File: config.mk
export PLATFORM = sky130hd
export DESIGN_NAME = pie_cmd_tx
export DESIGN_NICKNAME = d
export VERILOG_FILES = /design/src/rtl/pie_pkg.sv /design/src/rtl/pie_sym_timer.sv /design/src/rtl/pie_cmd_tx.sv
export SDC_FILE = /design/constraint.sdc
export NUM_CORES = 1
export LEC_CHECK = 0
export CAP_MARGIN = 20
export CORE_UTILIZATION = 30
export DETAILED_ROUTE_END_ITERATION = 6
export HOLD_SLACK_MARGIN = 0.1
export SLEW_MARGIN = 20
export SYNTH_ARGS = -nofsm -noshare
export SYNTH_HDL_FRONTEND = slang
export SYNTH_SLANG_ARGS = --single-unit
File: constraint.sdc
create_clock -name i_clk_1_92m -period 4.21 [get_ports i_clk_1_92m]
set_input_delay 0.842 -clock i_clk_1_92m [delete_from_list [all_inputs] [get_ports i_clk_1_92m]]
set_output_delay 0.842 -clock i_clk_1_92m [all_outputs]
set_load 0.005 [all_outputs]
File: src/rtl/pie_pkg.sv
// Shared types and default timing for the reader-side PIE command encoder.
// Lengths are in clk_1_92m cycles; one Tari is 12 cycles.
package pie_pkg;

  typedef enum logic [2:0] {
    ST_IDLE,
    ST_DELIM,
    ST_D0,
    ST_RTCAL,
    ST_TRCAL,
    ST_DATA
  } pie_state_e;

  typedef enum logic {
    PH_HIGH,
    PH_LOW
  } pie_phase_e;

  localparam int DEF_TARI_LEN  = 12;
  localparam int DEF_PW_LEN    = 6;
  localparam int DEF_DATA1_LEN = 24;
  localparam int DEF_DELIM_LEN = 24;
  localparam int DEF_CNT_W     = 10;

  // A PIE symbol of total length len spends len-pw cycles high before its low pulse.
  function automatic int high_len(input int len, input int pw);
    return len - pw;
  endfunction

endpackage

File: src/rtl/pie_sym_timer.sv
// Phase timer: load captures len-1, counts down to 0 and holds; o_expire marks the final cycle of a phase.
// Latency: o_expire is high in the len-th cycle after the load edge.
module pie_sym_timer #(
  parameter int CNT_W = 10
) (
  input  logic             i_clk,
  input  logic             i_rst,
  input  logic             i_load,
  input  logic [CNT_W-1:0] i_len,
  output logic             o_expire
);

  logic [CNT_W-1:0] r_cnt;

  always_ff @(posedge i_clk) begin
    if (i_rst) begin
      r_cnt <= '0;
    end else if (i_load) begin
      r_cnt <= i_len - CNT_W'(1);
    end else if (r_cnt != '0) begin
      r_cnt <= r_cnt - CNT_W'(1);
    end
  end

  assign o_expire = (r_cnt == '0);

endmodule

File: src/rtl/pie_cmd_tx.sv
// Serialises one Gen2 interrogator command into a PIE envelope: delimiter, data-0, RTcal, TRcal or frame-sync, data.
// pie_out is registered; bit_ready is combinational and only high in the final low cycle before the next data symbol.
module pie_cmd_tx
  import pie_pkg::*;
#(
  parameter int TARI_LEN  = DEF_TARI_LEN,
  parameter int PW_LEN    = DEF_PW_LEN,
  parameter int DATA1_LEN = DEF_DATA1_LEN,
  parameter int DELIM_LEN = DEF_DELIM_LEN,
  parameter int CNT_W     = DEF_CNT_W
) (
  input  logic             i_clk_1_92m,
  input  logic             i_rst,
  input  logic             i_start,
  input  logic             i_preamble_sel,
  input  logic [CNT_W-1:0] i_trcal_cnt,
  input  logic             i_bit_data,
  input  logic             i_bit_last,
  input  logic             i_bit_valid,
  output logic             o_bit_ready,
  output logic             o_pie_out,
  output logic             o_busy,
  output logic             o_done,
  output logic             o_underrun
);

  localparam logic [CNT_W-1:0] L_DELIM  = CNT_W'(DELIM_LEN);
  localparam logic [CNT_W-1:0] L_PW     = CNT_W'(PW_LEN);
  localparam logic [CNT_W-1:0] L_D0_HI  = CNT_W'(high_len(TARI_LEN, PW_LEN));
  localparam logic [CNT_W-1:0] L_D1_HI  = CNT_W'(high_len(DATA1_LEN, PW_LEN));
  localparam logic [CNT_W-1:0] L_RT_HI  = CNT_W'(high_len(TARI_LEN + DATA1_LEN, PW_LEN));
  localparam logic [CNT_W-1:0] L_TR_MIN = CNT_W'(2 * PW_LEN);

  pie_state_e       r_state;
  pie_phase_e       r_phase;
  logic             r_preamble;
  logic [CNT_W-1:0] r_tr_hi;
  logic             r_last;
  logic             r_pie_out;
  logic             r_done;
  logic             r_underrun;

  pie_state_e       w_nxt_state;
  pie_phase_e       w_nxt_phase;
  logic             w_load;
  logic [CNT_W-1:0] w_len;
  logic             w_expire;
  logic             w_boundary;
  logic             w_bit_ready;
  logic             w_take_bit;
  logic             w_start_acc;
  logic             w_done_nxt;
  logic             w_underrun_nxt;
  logic             w_nxt_pie;
  logic [CNT_W-1:0] w_tr_sat;

  pie_sym_timer #(
    .CNT_W (CNT_W)
  ) u_timer (
    .i_clk    (i_clk_1_92m),
    .i_rst    (i_rst),
    .i_load   (w_load),
    .i_len    (w_len),
    .o_expire (w_expire)
  );

  // TRcal shorter than two pulse widths cannot hold a high phase, so clamp it.
  assign w_tr_sat = (i_trcal_cnt < L_TR_MIN) ? L_TR_MIN : i_trcal_cnt;

  always_comb begin
    w_nxt_state    = r_state;
    w_nxt_phase    = r_phase;
    w_load         = 1'b0;
    w_len          = '0;
    w_boundary     = 1'b0;
    w_bit_ready    = 1'b0;
    w_take_bit     = 1'b0;
    w_start_acc    = 1'b0;
    w_done_nxt     = 1'b0;
    w_underrun_nxt = 1'b0;

    case (r_state)
      ST_IDLE: begin
        // The done cycle already shows IDLE but still belongs to the finished frame.
        if (i_start && !r_done) begin
          w_start_acc = 1'b1;
          w_nxt_state = ST_DELIM;
          w_nxt_phase = PH_LOW;
          w_load      = 1'b1;
          w_len       = L_DELIM;
        end
      end
      ST_DELIM: begin
        if (w_expire) begin
          w_nxt_state = ST_D0;
          w_nxt_phase = PH_HIGH;
          w_load      = 1'b1;
          w_len       = L_D0_HI;
        end
      end
      ST_D0, ST_RTCAL, ST_TRCAL, ST_DATA: begin
        if (w_expire) begin
          if (r_phase == PH_HIGH) begin
            w_nxt_phase = PH_LOW;
            w_load      = 1'b1;
            w_len       = L_PW;
          end else begin
            case (r_state)
              ST_D0: begin
                w_nxt_state = ST_RTCAL;
                w_nxt_phase = PH_HIGH;
                w_load      = 1'b1;
                w_len       = L_RT_HI;
              end
              ST_RTCAL: begin
                if (r_preamble) begin
                  w_nxt_state = ST_TRCAL;
                  w_nxt_phase = PH_HIGH;
                  w_load      = 1'b1;
                  w_len       = r_tr_hi;
                end else begin
                  w_boundary = 1'b1;
                end
              end
              ST_TRCAL: w_boundary = 1'b1;
              default: begin
                if (r_last) begin
                  w_nxt_state = ST_IDLE;
                  w_nxt_phase = PH_HIGH;
                  w_done_nxt  = 1'b1;
                end else begin
                  w_boundary = 1'b1;
                end
              end
            endcase
          end
        end
      end
      default: begin
        w_nxt_state = ST_IDLE;
        w_nxt_phase = PH_HIGH;
      end
    endcase

    if (w_boundary) begin
      w_bit_ready = 1'b1;
      if (i_bit_valid) begin
        w_take_bit  = 1'b1;
        w_nxt_state = ST_DATA;
        w_nxt_phase = PH_HIGH;
        w_load      = 1'b1;
        w_len       = i_bit_data ? L_D1_HI : L_D0_HI;
      end else begin
        w_nxt_state    = ST_IDLE;
        w_nxt_phase    = PH_HIGH;
        w_underrun_nxt = 1'b1;
      end
    end
  end

  assign w_nxt_pie = !((w_nxt_state == ST_DELIM) ||
                       ((w_nxt_state != ST_IDLE) && (w_nxt_phase == PH_LOW)));

  always_ff @(posedge i_clk_1_92m) begin
    if (i_rst) begin
      r_state    <= ST_IDLE;
      r_phase    <= PH_HIGH;
      r_preamble <= 1'b0;
      r_tr_hi    <= '0;
      r_last     <= 1'b0;
      r_pie_out  <= 1'b1;
      r_done     <= 1'b0;
      r_underrun <= 1'b0;
    end else begin
      r_state    <= w_nxt_state;
      r_phase    <= w_nxt_phase;
      r_pie_out  <= w_nxt_pie;
      r_done     <= w_done_nxt;
      r_underrun <= w_underrun_nxt;
      if (w_start_acc) begin
        r_preamble <= i_preamble_sel;
        r_tr_hi    <= w_tr_sat - L_PW;
      end
      if (w_take_bit) begin
        r_last <= i_bit_last;
      end
    end
  end

  assign o_bit_ready = w_bit_ready;
  assign o_pie_out   = r_pie_out;
  assign o_busy      = (r_state != ST_IDLE);
  assign o_done      = r_done;
  assign o_underrun  = r_underrun;

endmodule

==> flow_summary.yaml, run 1 <==
status:
  status: "completed"
synth:
  postSynthAreaPerCell_um2: 7.878
  yosysSeqAreaShare: 0.3305
  synth_seq_cells: 29
  syn_area_um2: 1757
  synth_edf_count: 0
  synth.area.top_cells: "dfxtp_1, nor2_1, nand2_1, a21oi_1, nand3_1"
  ys_warn_count: 0
  synth_top_area_frac: 0.3305
  synthArstFlopShare: 0
  synth_cell_types: 56
  synthesis.nets: 242
  synthFlopType: "dfxtp_1"
  yosys.area.top_type: "dfxtp_1"
  syn_inst: 223
layout:
  final_common_cell: "dfxtp_1"
  n_antenna_cell: 0
  n_fill_cell: 610
  multi_input_area_um2: 1099
  register_area_um2: 580.6
  syn2layout_area_growth_pct: 19.30
  layout.nets: 259
  layout-drive-gt1-share: 0.09544
  final_cell_mix: "dfxtp_1, nor2_1, nand2_1"
  post-route-util: 0.3760
critical_path:
  cp_slowest_cell: "or4_1"
  cp-startpoint: "i_trcal_cnt[6]"
  r2r-end: "u_timer.r_cnt[4]$_SDFFE_PP0P_"
  crit_chain: "clkdlybuf4s50_1 -> or4_1 -> or2_2 -> nor2_1 -> nand2_1 -> and2_1 -> ha_1 -> or3_1 -> or3_1 -> a311oi_1"
  reg2reg_depth: 11
  crit_buf_inv: 1
  path_max_fanout: 5
  path_delay_family: "simple AND/OR/NAND/NOR gates"
  required_ns: 4.41
  cp_common_cell: "or3_1"
  critical_path_depth: 10
  slowest_delay_ns: 0.54
  start_kind: "primary input"
  r2r_start: "r_state[2]$_SDFF_PP0_"
  crit_path_end_kind: "flip-flop"
  worstPathArrival_ns: 3.78
  r2r_slack_ns: 1.18
  critical_path_class: "in2reg"
power_and_ir_drop:
  peakVddDrop_mv: 0.2402
  total_power_uw: 1367
  cellPowerDensity_nw_per_um2: 652.3
  p_leak_uw: 0.0007341
clock_network:
  cts-root-buf: "clkbuf_8"
  htree_levels: 2
  cts_tree: "built"
  postCtsSetupBuffers: 0
  clkTransAtPathRegs_ns: 0.06
  cts_resized: 0
  ctsHoldBuffers: 0
  clock-sinks: 29
  clk_latency_ns: 0.29
  cts_buffers: 5
  cts_buffer_depth: 2
hold_path:
  hold_depth: 2
  worstHoldEndpoint: "r_tr_hi[9]$_SDFFE_PP0P_"
  worstHoldStart: "r_tr_hi[9]$_SDFFE_PP0P_"
  hp-class: "reg2reg"
placed_design:
  port_buffers: 21
  dp_hpwl_mm: 3.044
  gp_congestion: 0.8677
drt:
  vias: 1674
  drt-initial-drc-count: 159
  drc: 0
  antenna_left: 0
  drt-total-wl_mm: 4.265
  viasPerCell: 5.348
  wl_per_cell_um: 13.63
  firstDrtPassIters: 5
sta:
  timing.fmax_mhz: 279.0
  worst_pin_slew_ns: 0.6545
  drv_slew: 0
  slew_headroom: 0.5603
  period_share: 0.8514
  rsz0062_at_grt: "false"
  finalSetupViolations: 0
  whs_ns: 0.4772
  finClkSkew_ns: 0.001565
  layout_min_cycle_time_ns: 3.584
  finalHoldViolations: 0
  finalSetupTns_ns: 0
floorplanning:
  core_um2: 5574
  rows: 27
  io_pins: 22
  die_y_um: 78.52
  start_util: 0.3152
  dieArea_um2: 6165
  fp.dieW_um: 78.52
global_routing:
  grt_pass1_wl_mm: 7.438
  grt_pass1_vias: 1514
  grt_max_degree: 25
  grtUsageTotal: 0.1540
  grt-ovfl-total: 0
  grt_antenna_before_repair: 0
run:
  drv_cap: 0
layer usage:
metal	part of all wire	GRT usage	wire length, µm	up-vias
met5	0	0	0	-
met2	0.42	0.2217	1788	44
met4	0.017	0.06111	72	0
met1	0.52	0.2172	2202	769
li1	-	-	-	854
met3	0.047	0.03605	201	7
state kept, by name (all words and copies together), names as in the netlist:
signal,count
o_done,1
o_pie_out,1
o_underrun,1
r_last,1
r_phase,1
r_preamble,1
r_state,3
r_tr_hi,10
u_timer.r_cnt,10
synth_stat cells (2+ instances only):
master	instances
o21ai_0	7
a22oi_1	3
nand2b_1	2
a21o_1	4
xnor2_1	5
o22ai_1	3
a211oi_1	6
or3_1	6
dfxtp_1	29
inv_1	5
o21ai_2	2
nor2_1	24
and3_1	2
a31oi_1	5
clkbuf_1	10
nand2_1	23
o211ai_1	2
ha_1	2
a21oi_1	14
buf_2	2
nand3_1	10
nor2b_1	5
and2_1	3
nand4_1	3
or2_2	3
and4_1	3
nor4_1	2
nor3_1	8
a311oi_1	3
report_power, final:
| part | internal [µW] | total [µW] | switching, µW | leakage (µW) |
|---|---|---|---|---|
| registers | 355 | 440 | 85.5 | 0.000239 |
| logic | 293 | 702 | 409 | 0.000451 |
| clock network | 114 | 225 | 110 | 0.0000450 |
stage by stage:
| stage | instance area (µm²) | worst slack (ns) | std cells |
|---|---|---|---|
| 4_1_cts | 2096 | 0.6100 | 313 |
| 2_1_floorplan | 1757 | 0.9183 | 223 |
| 3_3_place_gp | 2013 | 0.3590 | 305 |
| 5_1_grt | 2096 | 0.4328 | 313 |
| 6_report | 2096 | 0.6257 | 313 |
| 3_5_place_dp | 2013 | 0.3117 | 305 |
how the worst max path moves through the flow:
stage,to,slack [ns]
CTS,r_tr_hi[5]$_SDFFE_PP0P_,0.61
finish,r_tr_hi[5]$_SDFFE_PP0P_,0.63
detailed placement,r_tr_hi[5]$_SDFFE_PP0P_,0.31
global route,r_tr_hi[7]$_SDFFE_PP0P_,0.43
global placement,r_tr_hi[5]$_SDFFE_PP0P_,0.36
floorplan,r_tr_hi[5]$_SDFFE_PP0P_,0.92
layout make-up:
class	count	share of cell area
Multi-Input combinational cell	176	0.5242
Sequential cell	29	0.2770
Timing Repair Buffer	23	0.1075
Tap cell	72	0.04299
Clock buffer	6	0.03463
Inverter	5	0.008955
Clock inverter	2	0.004776
worst min-delay path, stage by stage (launching register included):
cell	delay [ns]
dfxtp_1	0.32
nand2_1	0.06
a21oi_1	0.05
logic make-up (layout without fill, tap and decap cells):
logic type	after synthesis	after routing	synth area share
flip-flops	29	29	0.3305
adder cells (fa/ha/maj)	2	2	0.01424
AO/OA/AOI/OAI	62	62	0.2550
buffers and inverters	18	36	0.04416
XOR/XNOR	6	6	0.02991
multiplexers	1	1	0.005698
AND/OR/NAND/NOR	105	105	0.3205
No activity file was read; power rests on OpenSTA's default activity.
==> run 2, diff against run 1 <==
--- a/config.mk
+++ b/config.mk
@@ -9,6 +9,7 @@
 export CORE_UTILIZATION = 30
 export DETAILED_ROUTE_END_ITERATION = 6
 export HOLD_SLACK_MARGIN = 0.1
+export MAX_ROUTING_LAYER = met4
 export SLEW_MARGIN = 20
 export SYNTH_ARGS = -nofsm -noshare
 export SYNTH_HDL_FRONTEND = slang
==> run 2 against run 1 <==
Compared with the run above:
- maximum frequency about the same
- critical path depth unchanged
- first-iteration DRC count decreased by 1.9%
- sequential share of layout area unchanged
- setup slack improved by 0.0015 ns
- largest power group unchanged
- final cell count unchanged
- die area unchanged
- register-to-register slack about the same
- combinational power about the same
- sequential power about the same
==> flow_summary.yaml, run 2 (synthesis gave the netlist of run 1 again) <==
status:
  status: "completed"
critical_path:
  reg2reg_depth: 11
  start_kind: "primary input"
  critical_path_class: "in2reg"
  r2r-end: "u_timer.r_cnt[4]$_SDFFE_PP0P_"
  worstPathArrival_ns: 3.78
  r2r_start: "r_state[2]$_SDFF_PP0_"
  r2r_slack_ns: 1.18
  path_max_fanout: 5
  cp-startpoint: "i_trcal_cnt[6]"
  required_ns: 4.41
  crit_path_end_kind: "flip-flop"
clock_network:
  clkTransAtPathRegs_ns: 0.06
  clock-sinks: 29
  cts_resized: 0
  htree_levels: 2
  cts_buffers: 5
  ctsHoldBuffers: 0
  cts_buffer_depth: 2
  cts-root-buf: "clkbuf_8"
  clk_latency_ns: 0.29
  cts_tree: "built"
  postCtsSetupBuffers: 0
global_routing:
  grtUsageTotal: 0.1580
  use_met3: 0.03605
  grt_pass1_vias: 1515
  grt_max_degree: 25
  met1_usage: 0.2151
  grt_pass1_wl_mm: 7.424
  grt-ovfl-total: 0
  busiest_layer: "met2"
  grt_antenna_before_repair: 0
  met2_usage: 0.2235
power_and_ir_drop:
  swShare: 0.4434
  p_switching_uw: 607.2
  power_frac_seq: 0.322
  cellPowerDensity_nw_per_um2: 653.3
  p_leak_uw: 0.0007341
  pwr-share-comb: 0.513
  clockPowerShare: 0.165
  cellInternalPower_uw: 762.1
  peakVddDrop_mv: 0.2416
layout:
  n_antenna_cell: 0
  reg.largest.list: "r_tr_hi (10), u_timer.r_cnt (10), r_state (3)"
  multi_input_area_um2: 1099
  final_cell_mix: "dfxtp_1, nor2_1, nand2_1"
  layout.nets: 259
  stdcell_area_um2: 2096
  syn2layout_area_growth_pct: 19.30
  register_area_um2: 580.6
  final_common_cell: "dfxtp_1"
  n_fill_cell: 610
  layout-drive-gt1-share: 0.09544
  final_cells: 313
drt:
  antenna_left: 0
  vias: 1670
  drc: 0
  drt-total-wl_mm: 4.275
  viasPerCell: 5.335
  firstDrtPassIters: 4
  drt-initial-drc-count: 156
  wl_per_cell_um: 13.66
sta:
  rsz0062_at_grt: "false"
  worst_pin_slew_ns: 0.6570
  slew_headroom: 0.5586
  layout_min_cycle_time_ns: 3.583
  finalWorstSetupSlack_ns: 0.6272
  finClkSkew_ns: 0.003295
  finalSetupViolations: 0
  drv_slew: 0
  finalHoldViolations: 0
  finalSetupTns_ns: 0
  whs_ns: 0.4772
  period_share: 0.8510
  timing.fmax_mhz: 279.1
floorplanning:
  io_pins: 22
  die_y_um: 78.52
  fp.dieW_um: 78.52
  dieArea_um2: 6165
  start_util: 0.3152
  rows: 27
  core_um2: 5574
placed_design:
  port_buffers: 21
  gp_congestion: 0.8818
  place_ws_ns: 0.3117
  dp_hpwl_mm: 3.044
  placed_area_um2: 2013
  dp.cells: 305
hold_path:
  worstHoldEndpoint: "r_tr_hi[9]$_SDFFE_PP0P_"
  hp-class: "reg2reg"
  worstHoldStart: "r_tr_hi[9]$_SDFFE_PP0P_"
  hold_depth: 2
run:
  drv_cap: 0
## run 2: cell counts in the layout (fill, tap and decap cells not counted)
Identical to the previous run, type by type.
## run 2: worst max-delay path: stages
cell and delay (ns):
clkdlybuf4s50_1 0.44, or4_1 0.54, or2_2 0.30, nor2_1 0.20, nand2_1 0.10, and2_1 0.18, ha_1 0.19, or3_1 0.41
or3_1 0.32, a311oi_1 0.26
## run 2: power groups by stage
stage | sequential (µW) | combinational, µW | clock, µW
floorplan | 400 | 582 | 0
global placement | 443 | 691 | 0
detailed placement | 444 | 694 | 0
CTS | 439 | 698 | 229
global route | 453 | 785 | 246
finish | 440 | 703 | 226
## run 2: layer usage
metal | up-vias | part of all wire
li1 | 851 | -
met1 | 766 | 0.51
met2 | 46 | 0.42
met3 | 7 | 0.046
met4 | 0 | 0.017
met5 | - | 0
## run 2: how the worst max path moves through the flow
stage,slack (ns),to,cells past startpoint
final,0.63,r_tr_hi[5]$_SDFFE_PP0P_,10
after global routing,0.43,r_tr_hi[7]$_SDFFE_PP0P_,11
after CTS,0.61,r_tr_hi[5]$_SDFFE_PP0P_,10
after detailed placement,0.31,r_tr_hi[5]$_SDFFE_PP0P_,10
after global placement,0.36,r_tr_hi[5]$_SDFFE_PP0P_,10
after floorplan,0.92,r_tr_hi[5]$_SDFFE_PP0P_,9
## run 2: layout make-up
class                           instances  share of cell area
Clock inverter                          2            0.004776
Sequential cell                        29              0.2770
Multi-Input combinational cell        176              0.5242
Tap cell                               72             0.04299
Timing Repair Buffer                   23              0.1075
Clock buffer                            6             0.03463
Inverter                                5            0.008955
## run 2: stage by stage
stage | total power (µW) | util
finish | 1369 | 0.3760
global route | 1484 | 0.3760
CTS | 1366 | 0.3760
detailed placement | 1138 | 0.3612
global placement | 1134 | 0.3612
floorplan | 981.5 | -
